## src/rtl/matrix_job_sequencer.sv

```systemverilog
// Bus-master sequencer: fetches 64 operand words into the matrix accelerator, starts it, waits
// for done (bounded by a timeout), then copies 32 results back. Memory stalls via waitrequest hold the current beat.
module matrix_job_sequencer #(
  parameter int Width         = 32,
  parameter int TimeoutCycles = 4096
) (
  input  logic             clk,
  input  logic             reset_n,
  input  logic             ctl_write,
  input  logic             ctl_read,
  input  logic [1:0]       ctl_address,
  input  logic [Width-1:0] ctl_writedata,
  output logic [Width-1:0] ctl_readdata,
  output logic [Width-1:0] mem_address,
  output logic             mem_read,
  output logic             mem_write,
  output logic [Width-1:0] mem_writedata,
  input  logic [Width-1:0] mem_readdata,
  input  logic             mem_waitrequest,
  output logic [8:0]       acc_address,
  output logic             acc_write,
  output logic             acc_read,
  output logic [Width-1:0] acc_writedata,
  input  logic [Width-1:0] acc_readdata,
  input  logic             acc_done,
  output logic             irq
);
  localparam int TW = $clog2(TimeoutCycles) + 1;

  typedef enum logic [3:0] {
    S_IDLE, S_FETCH, S_PUSH, S_START, S_WAIT, S_PULL, S_STORE, S_ACK, S_FIN, S_ERR
  } state_e;

  state_e           state_q;
  logic [Width-1:0] src_q, dst_q, wsrc_q, wdst_q, data_q, cycles_q;
  logic [Width-1:0] mem_address_q, acc_writedata_q;
  logic [8:0]       acc_address_q;
  logic [6:0]       idx_q, idx_inc;
  logic [TW-1:0]    tmo_q;
  logic             done_q, err_q, irq_q;
  logic             mem_read_q, mem_write_q, acc_write_q, acc_read_q;
  logic             busy, ctrl_wr, go, clr;

  function automatic logic [Width-1:0] woff(input logic [6:0] i);
    return {{(Width-9){1'b0}}, i, 2'b00};
  endfunction

  assign busy    = (state_q != S_IDLE);
  assign idx_inc = idx_q + 7'd1;
  assign ctrl_wr = ctl_write && (ctl_address == 2'd2);
  assign go      = ctrl_wr && ctl_writedata[0];
  assign clr     = ctrl_wr && ctl_writedata[1];

  assign mem_address   = mem_address_q;
  assign mem_read      = mem_read_q;
  assign mem_write     = mem_write_q;
  assign mem_writedata = data_q;
  assign acc_address   = acc_address_q;
  assign acc_write     = acc_write_q;
  assign acc_read      = acc_read_q;
  assign acc_writedata = acc_writedata_q;
  assign irq           = irq_q;

  always_comb begin
    ctl_readdata = '0;
    if (ctl_read) begin
      case (ctl_address)
        2'd0:    ctl_readdata = src_q;
        2'd1:    ctl_readdata = dst_q;
        2'd2:    ctl_readdata = {{(Width-15){1'b0}}, idx_q, 5'b00000, err_q, done_q, busy};
        default: ctl_readdata = cycles_q;
      endcase
    end
  end

  always_ff @(posedge clk or negedge reset_n) begin
    if (!reset_n) begin
      state_q         <= S_IDLE;
      src_q           <= '0;
      dst_q           <= '0;
      wsrc_q          <= '0;
      wdst_q          <= '0;
      data_q          <= '0;
      cycles_q        <= '0;
      mem_address_q   <= '0;
      acc_writedata_q <= '0;
      acc_address_q   <= '0;
      idx_q           <= '0;
      tmo_q           <= '0;
      done_q          <= 1'b0;
      err_q           <= 1'b0;
      irq_q           <= 1'b0;
      mem_read_q      <= 1'b0;
      mem_write_q     <= 1'b0;
      acc_write_q     <= 1'b0;
      acc_read_q      <= 1'b0;
    end else begin
      // Register writes land even mid-job; the running job uses its working copies.
      if (ctl_write && ctl_address == 2'd0) src_q <= {ctl_writedata[Width-1:2], 2'b00};
      if (ctl_write && ctl_address == 2'd1) dst_q <= {ctl_writedata[Width-1:2], 2'b00};
      if (clr) begin
        done_q <= 1'b0;
        err_q  <= 1'b0;
        irq_q  <= 1'b0;
        if (!busy) idx_q <= '0;
      end
      if (busy && cycles_q != '1) cycles_q <= cycles_q + Width'(1);

      // Bus outputs are set on the edge entering the state that owns them.
      case (state_q)
        S_IDLE: if (go) begin
          wsrc_q        <= src_q;
          wdst_q        <= dst_q;
          idx_q         <= '0;
          cycles_q      <= '0;
          mem_address_q <= src_q;
          mem_read_q    <= 1'b1;
          state_q       <= S_FETCH;
        end
        S_FETCH: if (!mem_waitrequest) begin
          mem_read_q      <= 1'b0;
          acc_write_q     <= 1'b1;
          acc_address_q   <= {2'b00, idx_q};
          acc_writedata_q <= mem_readdata;
          state_q         <= S_PUSH;
        end
        S_PUSH: begin
          idx_q <= idx_inc;
          if (idx_inc == 7'd64) begin
            acc_address_q   <= 9'd64;
            acc_writedata_q <= Width'(1);
            state_q         <= S_START;
          end else begin
            acc_write_q   <= 1'b0;
            mem_read_q    <= 1'b1;
            mem_address_q <= wsrc_q + woff(idx_inc);
            state_q       <= S_FETCH;
          end
        end
        S_START: begin
          acc_write_q <= 1'b0;
          tmo_q       <= '0;
          state_q     <= S_WAIT;
        end
        S_WAIT: begin
          if (acc_done) begin
            idx_q         <= '0;
            acc_read_q    <= 1'b1;
            acc_address_q <= 9'd128;
            state_q       <= S_PULL;
          end else if (tmo_q == TW'(TimeoutCycles - 1)) begin
            err_q   <= 1'b1;
            done_q  <= 1'b1;
            irq_q   <= 1'b1;
            state_q <= S_ERR;
          end else begin
            tmo_q <= tmo_q + TW'(1);
          end
        end
        S_PULL: begin
          acc_read_q    <= 1'b0;
          data_q        <= acc_readdata;
          mem_write_q   <= 1'b1;
          mem_address_q <= wdst_q + woff(idx_q);
          state_q       <= S_STORE;
        end
        S_STORE: if (!mem_waitrequest) begin
          mem_write_q <= 1'b0;
          idx_q       <= idx_inc;
          if (idx_inc == 7'd32) begin
            acc_write_q     <= 1'b1;
            acc_address_q   <= 9'd256;
            acc_writedata_q <= Width'(1);
            state_q         <= S_ACK;
          end else begin
            acc_read_q    <= 1'b1;
            acc_address_q <= 9'd128 + {2'b00, idx_inc};
            state_q       <= S_PULL;
          end
        end
        S_ACK: begin
          acc_write_q <= 1'b0;
          done_q      <= 1'b1;
          irq_q       <= 1'b1;
          state_q     <= S_FIN;
        end
        default: state_q <= S_IDLE;
      endcase
    end
  end
endmodule

```

## config.mk

```make
export PLATFORM = sky130hd
export DESIGN_NAME = matrix_job_sequencer
export DESIGN_NICKNAME = d
export VERILOG_FILES = /design/src/rtl/matrix_job_sequencer.sv
export SDC_FILE = /design/constraint.sdc
export NUM_CORES = 1
export LEC_CHECK = 0
export BUFFER_PORTS_ARGS = -buffer_cell sky130_fd_sc_hd__buf_2
export CAP_MARGIN = 40
export CORE_MARGIN = 3
export CORE_UTILIZATION = 24
export CTS_CLUSTER_DIAMETER = 100
export CTS_CLUSTER_SIZE = 12
export DETAILED_ROUTE_END_ITERATION = 16
export PLACE_DENSITY = 0.53
export SLEW_MARGIN = 20
export SYNTH_ARGS = -nofsm -noshare
export SYNTH_HDL_FRONTEND = slang
export SYNTH_SLANG_ARGS = --single-unit
```

## constraint.sdc

```tcl
create_clock -name clk -period 2.9 [get_ports clk]
set_input_delay 0.435 -clock clk [delete_from_list [all_inputs] [get_ports clk]]
set_output_delay 0.435 -clock clk [all_outputs]
set_load 0.02 [all_outputs]
```

== After elaboration in Yosys (flattened, before gate mapping) ==
Index checks and enable logic that the tools add are counted.
Storage, ports and cells
  output and inout bits: 142
  register bits: 288
  word-level logic and storage cells: 139
Operators by class
  eq/ne operators: 24
  mux-type cells: 62
  reduce and logical (&&, ||, !) cells: 28
  $add $sub $neg: 6
Operators with widths (count)
  2-to-1 mux 32 bit: 10
  case mux 32 bit (3 select lines): 3
  adder 32 x 9 -> 32 bit: 2
  2-to-1 mux 9 bit: 5
  case mux 9 bit (4 select lines): 1
  2-to-1 mux 7 bit: 5
  adder 32 x 1 -> 32 bit, second input constant: 1
  inequality test 32 bit, second input constant: 1
  case mux 4 bit (8 select lines): 1
  case mux 7 bit (4 select lines): 1
  2-to-1 mux 13 bit: 2
  case mux 13 bit (2 select lines): 1
  2-to-1 mux 1 bit: 20
  2-to-1 mux 4 bit: 5
  inequality test 2 bit, second input constant: 10
  == test 4 x 3 -> 1 bit, second input constant: 4
  AND reduction 5 bit: 3
  adder 13 x 1 -> 13 bit, second input constant: 1
  == test 13 x 12 -> 1 bit, second input constant: 1
  AND reduction 4 bit: 3
  nonzero test 3 bit: 4
  nonzero test 4 bit: 3
  adder 8 x 7 -> 9 bit, first input constant: 1
  == test 4 x 2 -> 1 bit, second input constant: 2
  other kinds (18): 30

== Depth between registers and ports, before layout ==
Gate-level depths: netlist of the first run.
  depth after elaboration: 7
  mapped depth: 15
  mapped depth without buffers: 13

== Least setup slack after synthesis of the first run ==
Ideal clock, no wire load.
  kind: register to register
  from: reg idx_q[0]
  to: reg mem_address_q[31] (netlist: mem_address[31])
  period minus slack after synthesis: 2.942 ns
  slack: -0.042 ns
  arrival: 2.853 ns
  stages on the path, launching flop included: 16
  path through: dfrtp_1 > ha_1 > buf_2 > nand2_1 > nor2_1 > xnor2_1 > inv_1 > ha_1 > clkbuf_1 > a21oi_1 > o211ai_1 > nand4b_1 > nor3_1 > xor2_1 > nand2_1 > a41oi_1
On the way
  word-level cells in the longest chain between the ends: 4
  elaborated cells between the ends (all ways): 8
RTL lines
  start, declared: RTL line 38  | logic [6:0] idx_q, idx_inc;
  start signal, assigned: RTL line 128  | idx_q <= idx_inc;
  start signal, assigned: RTL line 169  | idx_q <= idx_inc;
  adder 7 x 1 -> 7 bit: RTL line 49  | assign idx_inc = idx_q + 7'd1;
  adder 32 x 9 -> 32 bit / == test 7 bit (equally long branches): RTL line 136, 129
  2-to-1 mux 32 bit / inequality test 2 bit (equally long branches)
  case mux 32 bit (3 select lines) / AND reduction 3 bit (equally long branches)
  end signal, assigned: RTL line 116  | mem_address_q <= src_q;
  end signal, assigned: RTL line 136  | mem_address_q <= wsrc_q + woff(idx_inc);
  end signal, assigned: RTL line 164  | mem_address_q <= wdst_q + woff(idx_q);
  end, declared: RTL line 36  | logic [Width-1:0] mem_address_q, acc_writedata_q;
Parallel ways exist; a longest one is shown, timed or not. The select of a mux whose other input is x is not followed.
A chain may end at the register's enable or synchronous reset.

== Worst setup path after layout of the first run ==
  from: reg idx_q[0]
  to: reg mem_address_q[27] (netlist: mem_address[27])
Same word-level chain as after synthesis.

==> results of run 1 <==
-- sequential cells by signal, summed over array words and instances, names as in the netlist, 4 cells and up --
signal	cells
mem_address	30
dst_q	30
cycles_q	32
wsrc_q	30
mem_writedata	32
acc_address	9
src_q	30
acc_writedata	32
idx_q	7
wdst_q	30
state_q	4
tmo_q	13
-- kinds of logic (layout without fill, tap and decap cells) --
family,after synthesis,count (layout),synth area share (%)
compound gates,224,224,9.75
xor+xnor,88,88,5.21
fa+ha+maj,20,20,1.79
buf+inv,132,420,3.52
flops,286,286,48.4
mux,168,168,13.1
other cells,1,5,0.0254
simple gates,579,579,18.1
-- per-layer routing --
metal	vias to the layer above	routed length, um
li1	5753	-
met1	6094	22700
met2	354	22700
met3	75	2150
met4	2	1330
met5	-	13
-- timing repair --
item                                   4_1_cts  5_1_grt
setup endpoints to repair                    3       23
hold buffers                                 1        0
buffers inserted                             2        9
resized for setup                            3       43
pin swaps                                    1       16
endpoints found under the hold margin       81        0
-- worst paths after layout --
| kind | cells past startpoint | slack [ns] | end | from |
|---|---|---|---|---|
| worst max register to register | 13 | 0.08 | mem_address[27]$_DFFE_PN0P_ | idx_q[0]$_DFF_PN0_ |
| max in group asynchronous | 3 | 1.61 | mem_writedata[24]$_DFFE_PN0P_ | reset_n |
| worst min-delay path | 3 | 0.07 | mem_writedata[28]$_DFFE_PN0P_ | acc_readdata[28] |
| worst min register to register | 2 | 0.47 | mem_writedata[20]$_DFFE_PN0P_ | mem_writedata[20]$_DFFE_PN0P_ |
| min in group asynchronous | 2 | 0.44 | cycles_q[25]$_DFF_PN0_ | reset_n |
| worst max-delay path | 13 | 0.08 | mem_address[27]$_DFFE_PN0P_ | idx_q[0]$_DFF_PN0_ |
-- critical path: stages (launching register included) --
cell and delay (ns):
dfrtp_2 0.45, ha_4 0.18, buf_4 0.16, xor2_1 0.15, ha_2 0.40, o211ai_1 0.13
o211ai_1 0.18, buf_4 0.16, nand4b_1 0.11, buf_4 0.18, nor3_1 0.18, xor2_1 0.19
nand2_1 0.07, a41oi_1 0.19
-- cell type report --
type / count / area, um^2
Timing Repair Buffer: 336 / 2050
Multi-Input combinational cell: 1081 / 7330
Fill cell: 6257 / 42300
Antenna cell: 3 / 7.51
Sequential cell: 286 / 7160
Tap cell: 782 / 978
Inverter: 55 / 206
Clock inverter: 1 / 8.76
Clock buffer: 28 / 689
-- stage by stage --
stage / setup TNS [ns] / hold WS (ns) / instance area (um^2)
final: 0 / 0.0733 / 18400
after CTS: -0.00857 / 0.0437 / 18200
after global placement: -0.198 / 0.454 / 17400
after detailed placement: -0.0714 / 0.457 / 17400
after floorplan: 0 / 0.139 / 14800
after global routing: -0.201 / 0.0468 / 18400
-- layout by cell type (no fill, tap or decap), types with 15 or more instances in the layout --
cell type / Yosys / routed
nand4_1: 20 / 20
nor2b_1: 30 / 29
clkbuf_16: 0 / 27
o21ai_0: 54 / 52
dfrtp_1: 286 / 283
xor2_1: 53 / 53
and2_1: 16 / 15
nor3_1: 21 / 18
nand3_1: 53 / 50
xnor2_1: 35 / 34
a21oi_1: 56 / 53
mux2i_1: 33 / 33
nand2_1: 271 / 269
a22oi_1: 27 / 27
nor2_1: 104 / 99
buf_4: 2 / 79
inv_1: 55 / 54
mux2_2: 127 / 127
buf_2: 13 / 242
-- power groups by stage --
stage          logic, mW  clock network (mW)  registers [mW]
2_1_floorplan       4.02                   0            7.52
3_3_place_gp        7.37                   0            7.05
3_5_place_dp        7.49                   0            7.12
4_1_cts             7.53                3.32            7.06
5_1_grt             8.31                3.45            7.31
6_report            7.59                3.18            7.10
==> impl_metrics.json, run 1 <==
{
  "status": "finished clean",
  "start_util_pct": 24.4,
  "final_cells": 2572,
  "coreArea_um2": 60700,
  "dp.cells": 2528,
  "grt_pass1_wl_um": 72800,
  "relSlewSlack_pct": 44.0,
  "cts.reportedPaths.clkPinSlew_ns": 0.07,
  "syn_area_um2": 14800,
  "switching_power_mw": 7.59,
  "cts-root-buf": "clkbuf_16",
  "drc": 0,
  "fin_util_pct": 30.4,
  "async_reset_ff_share_pct": 100,
  "pwr-share-comb_pct": 42.5,
  "ant_nets": 0,
  "p_per_area_nw_per_um2": 969,
  "switching_share_pct": 42.5,
  "vias": 12300,
  "p_total_mw": 17.9,
  "use_met1_pct": 20.6,
  "cts_max_level": 1,
  "setup_violations": 0,
  "fin_ws_ns": 0.0790,
  "finalWeightedCongestion": 0.918,
  "rsz0062_at_grt": "true",
  "syn_to_final_growth_pct": 24.7,
  "synth-edff-count": 0,
  "crit_fanout": 8,
  "dr.first_iter.drc_count": 675,
  "yosysWarningCount": 0,
  "wl_um": 48900,
  "io_buffers": 243,
  "die_y_um": 254,
  "nets": 1911,
  "clock-sinks": 286,
  "grt_pass1_vias": 11900,
  "clock_skew_ns": 0.0184,
  "peakVddDrop_v": 0.000465,
  "hold_path_class": "input port to register",
  "ys_ff_latch": 286,
  "antenna_found_initial": 4,
  "grt-ovfl-total": 0,
  "finalCriticalPeriod_ns": 2.82,
  "seqPwrFrac_pct": 39.7,
  "start_kind": "register",
  "worstPathArrival_ns": 3.29,
  "p_clk_share_pct": 17.8,
  "hold_viol": 0,
  "wl_per_cell_um": 19.0,
  "gr-usage-met3_pct": 1.75,
  "die_w_um": 254,
  "synth.most_common_cell": "dfrtp_1",
  "track_usage_pct": 14.5,
  "grt.met2_usage_pct": 23.2,
  "grt.busiest_layer": "met2",
  "yosysTopAreaCell": "dfrtp_1",
  "yosys-top-cells-area": "dfrtp_1 48%, mux2_2 9.7%, nand2_1 6.9%",
  "pre_cts_slack_ns": -0.0431,
  "path_class": "register to register",
  "drive_above_1_share_pct": 30.8,
  "clock_latency_ns": 0.56,
  "p_leak_nw": 8.63,
  "io_pins": 246,
  "grt_start_max_net_pins": 87,
  "crit_path_end_kind": "register",
  "tightest_slew_ns": 0.838,
  "dp_hpwl_um": 36800,
  "cts_buffer_depth": 3,
  "cts_tree": "done",
  "rows": 90,
  "netlist.area_leader.share_pct": 48.4,
  "synthFlopType": "dfrtp_1",
  "fin_crit_sh_pct": 97.3,
  "netlist_top_cells_count": "286 x dfrtp_1, 271 x nand2_1, 127 x mux2_2",
  "firstDrtPassIters": 5,
  "vias_per_cell": 4.77,
  "drv_cap": 0,
  "dieArea_um2": 64600,
  "ys_seq_area_share_pct": 48.4,
  "synth_area_per_cell_um2": 9.87,
  "final_max_slew_viol_count": 0,
  "yosysUniqueCellTypes": 69,
  "crit_required_ns": 3.37,
  "synthCells": 1498,
  "max_freq_mhz": 354,
  "cts-buffers-inserted": 27,
  "p_int_mw": 10.3
}
(Power assumes the default switching activity.)
==> inputs of run 2 (changes only) <==
CORE_MARGIN = default   (was 3)
==> impl_metrics.json, run 2 (synthesis gave the netlist of run 1 again) <==
{
  "cts-buffers-inserted": 27,
  "io_pins": 246,
  "setup_tns_ns": 0,
  "status": "finished clean",
  "pre_cts_slack_ns": -0.0191,
  "reg2reg_from": "idx_q[1]$_DFF_PN0_",
  "start_kind": "register",
  "clock_latency_ns": 0.57,
  "hold_path_class": "input port to register",
  "cts_buffer_depth": 3,
  "rows": 90,
  "crit_chain": "ha_2, inv_1, fa_1, nand2b_1, a21o_1, a21oi_1, buf_4, nor3b_4, xnor2_1, a222oi_1, o21ai_1",
  "max_stage_delay_ns": 0.44,
  "cts_max_level": 1,
  "grt_start_max_net_pins": 66,
  "fin_crit_sh_pct": 96.3,
  "coreArea_um2": 60600,
  "crit_slowest_cell": "fa_1",
  "crit_fanout": 7,
  "start_util_pct": 24.4,
  "layout_common_cells": "285 x dfrtp_1, 269 x nand2_1, 242 x buf_2",
  "setup_violations": 0,
  "max_freq_mhz": 358,
  "crit_required_ns": 3.34,
  "finalCriticalPeriod_ns": 2.79,
  "vias": 12100,
  "final_max_slew_viol_count": 0,
  "dieArea_um2": 62600,
  "finalWeightedCongestion": 0.880,
  "worst-path-buf-inv": 2,
  "hold_viol": 0,
  "cp_top_family": "adder cells",
  "die_w_um": 250,
  "wl_um": 48500,
  "cts_tree": "done",
  "ff2ff_setup_slack_ns": 0.11,
  "track_usage_pct": 15.3,
  "crit_end": "mem_address[24]$_DFFE_PN0P_",
  "rsz0062_at_grt": "true",
  "drv_cap": 0,
  "p_total_mw": 17.8,
  "firstDrtPassIters": 7,
  "clock_skew_ns": 0.0271,
  "antenna_found_initial": 7,
  "cts.reportedPaths.clkPinSlew_ns": 0.07,
  "wl_per_cell_um": 19.0,
  "worst_r2r_endpoint": "mem_address[24]$_DFFE_PN0P_",
  "p_leak_nw": 8.54,
  "dr.first_iter.drc_count": 650,
  "final_cells": 2555,
  "clock-sinks": 286,
  "peakVddDrop_v": 0.000471,
  "crit_start": "idx_q[1]$_DFF_PN0_",
  "dp_hpwl_um": 36000,
  "worstPathArrival_ns": 3.23,
  "grt_pass1_vias": 12400,
  "crit_path_end_kind": "register",
  "p_per_area_nw_per_um2": 972,
  "vias_per_cell": 4.74,
  "drive_above_1_share_pct": 29.7,
  "cts-root-buf": "clkbuf_16",
  "grt_pass1_wl_um": 75200,
  "fin_ws_ns": 0.106,
  "die_y_um": 250,
  "dp.cells": 2520,
  "ant_nets": 0,
  "drc": 0,
  "relSlewSlack_pct": 36.5,
  "critical_path_depth": 11,
  "syn_to_final_growth_pct": 23.6,
  "grt-ovfl-total": 0,
  "layout_commonest_cell": "dfrtp_1",
  "r2r_cells": 11,
  "path_class": "register to register",
  "io_buffers": 243,
  "tightest_slew_ns": 0.949,
  "nets": 1896
}
==> run 2: cell types whose count changed in the layout (fill, tap and decap cells not counted), sizes merged <==
cell   previous run  this run
buf             335       320
diode             3         1
==> run 2: worst register-to-register path: cells and delay by family, from the launching register on <==
kind            cells  cell delay, ns
compound gates      4            0.75
xor+xnor            1            0.08
fa+ha+maj           2            0.80
buf+inv             2            0.27
flops               1            0.40
simple gates        2            0.38
==> run 2: through the flow <==
step	util (%)	instance area (um^2)	hold slack (ns)
2_1_floorplan	-	14800	0.139
3_3_place_gp	28.7	17400	0.432
3_5_place_dp	28.7	17400	0.433
4_1_cts	29.9	18100	0.0280
5_1_grt	30.2	18300	0.0348
6_report	30.2	18300	0.0705
==> run 2: cell type report <==
type,instances,area [um^2]
Inverter,55,206
Clock buffer,28,689
Sequential cell,286,7160
Clock inverter,1,8.76
Multi-Input combinational cell,1081,7290
Antenna cell,1,2.50
Timing Repair Buffer,321,1930
Fill cell,6309,42300
Tap cell,782,978
==> run 2: what timing repair did <==
action | in CTS | in global routing
endpoints found under the hold margin | 59 | 0
buffers inserted | 1 | 3
setup endpoints to repair | 3 | 23
gates resized for setup | 3 | 28
pin swaps | 1 | 8
hold buffers | 1 | 0
==> run 2: where the power goes <==
| part | internal (mW) | leakage, nW | switching [mW] | total [mW] |
|---|---|---|---|---|
| logic | 2.97 | 4.68 | 4.50 | 7.47 |
| registers | 5.58 | 3.52 | 1.50 | 7.08 |
| clock network | 1.66 | 0.344 | 1.54 | 3.20 |
==> run 2: worst min-delay path by stage <==
stage,startpoint,end,slack (ns),depth (start not counted)
after detailed placement,reset_n,cycles_q[25]$_DFF_PN0_,0.43,1
final,acc_readdata[29],mem_writedata[29]$_DFFE_PN0P_,0.07,3
after global placement,reset_n,cycles_q[23]$_DFF_PN0_,0.43,1
after floorplan,reset_n,acc_address[0]$_DFFE_PN0P_,0.14,0
after global routing,acc_readdata[2],mem_writedata[2]$_DFFE_PN0P_,0.03,3
after CTS,acc_readdata[2],mem_writedata[2]$_DFFE_PN0P_,0.03,3
==> run 2: metal layers <==
layer	GRT usage (%)	vias to the layer above	wire length, um
met1	21.3	6044	22300
li1	-	5712	-
met4	4.10	8	1320
met3	2.01	77	2160
met2	24.9	275	22600
met5	0	-	44
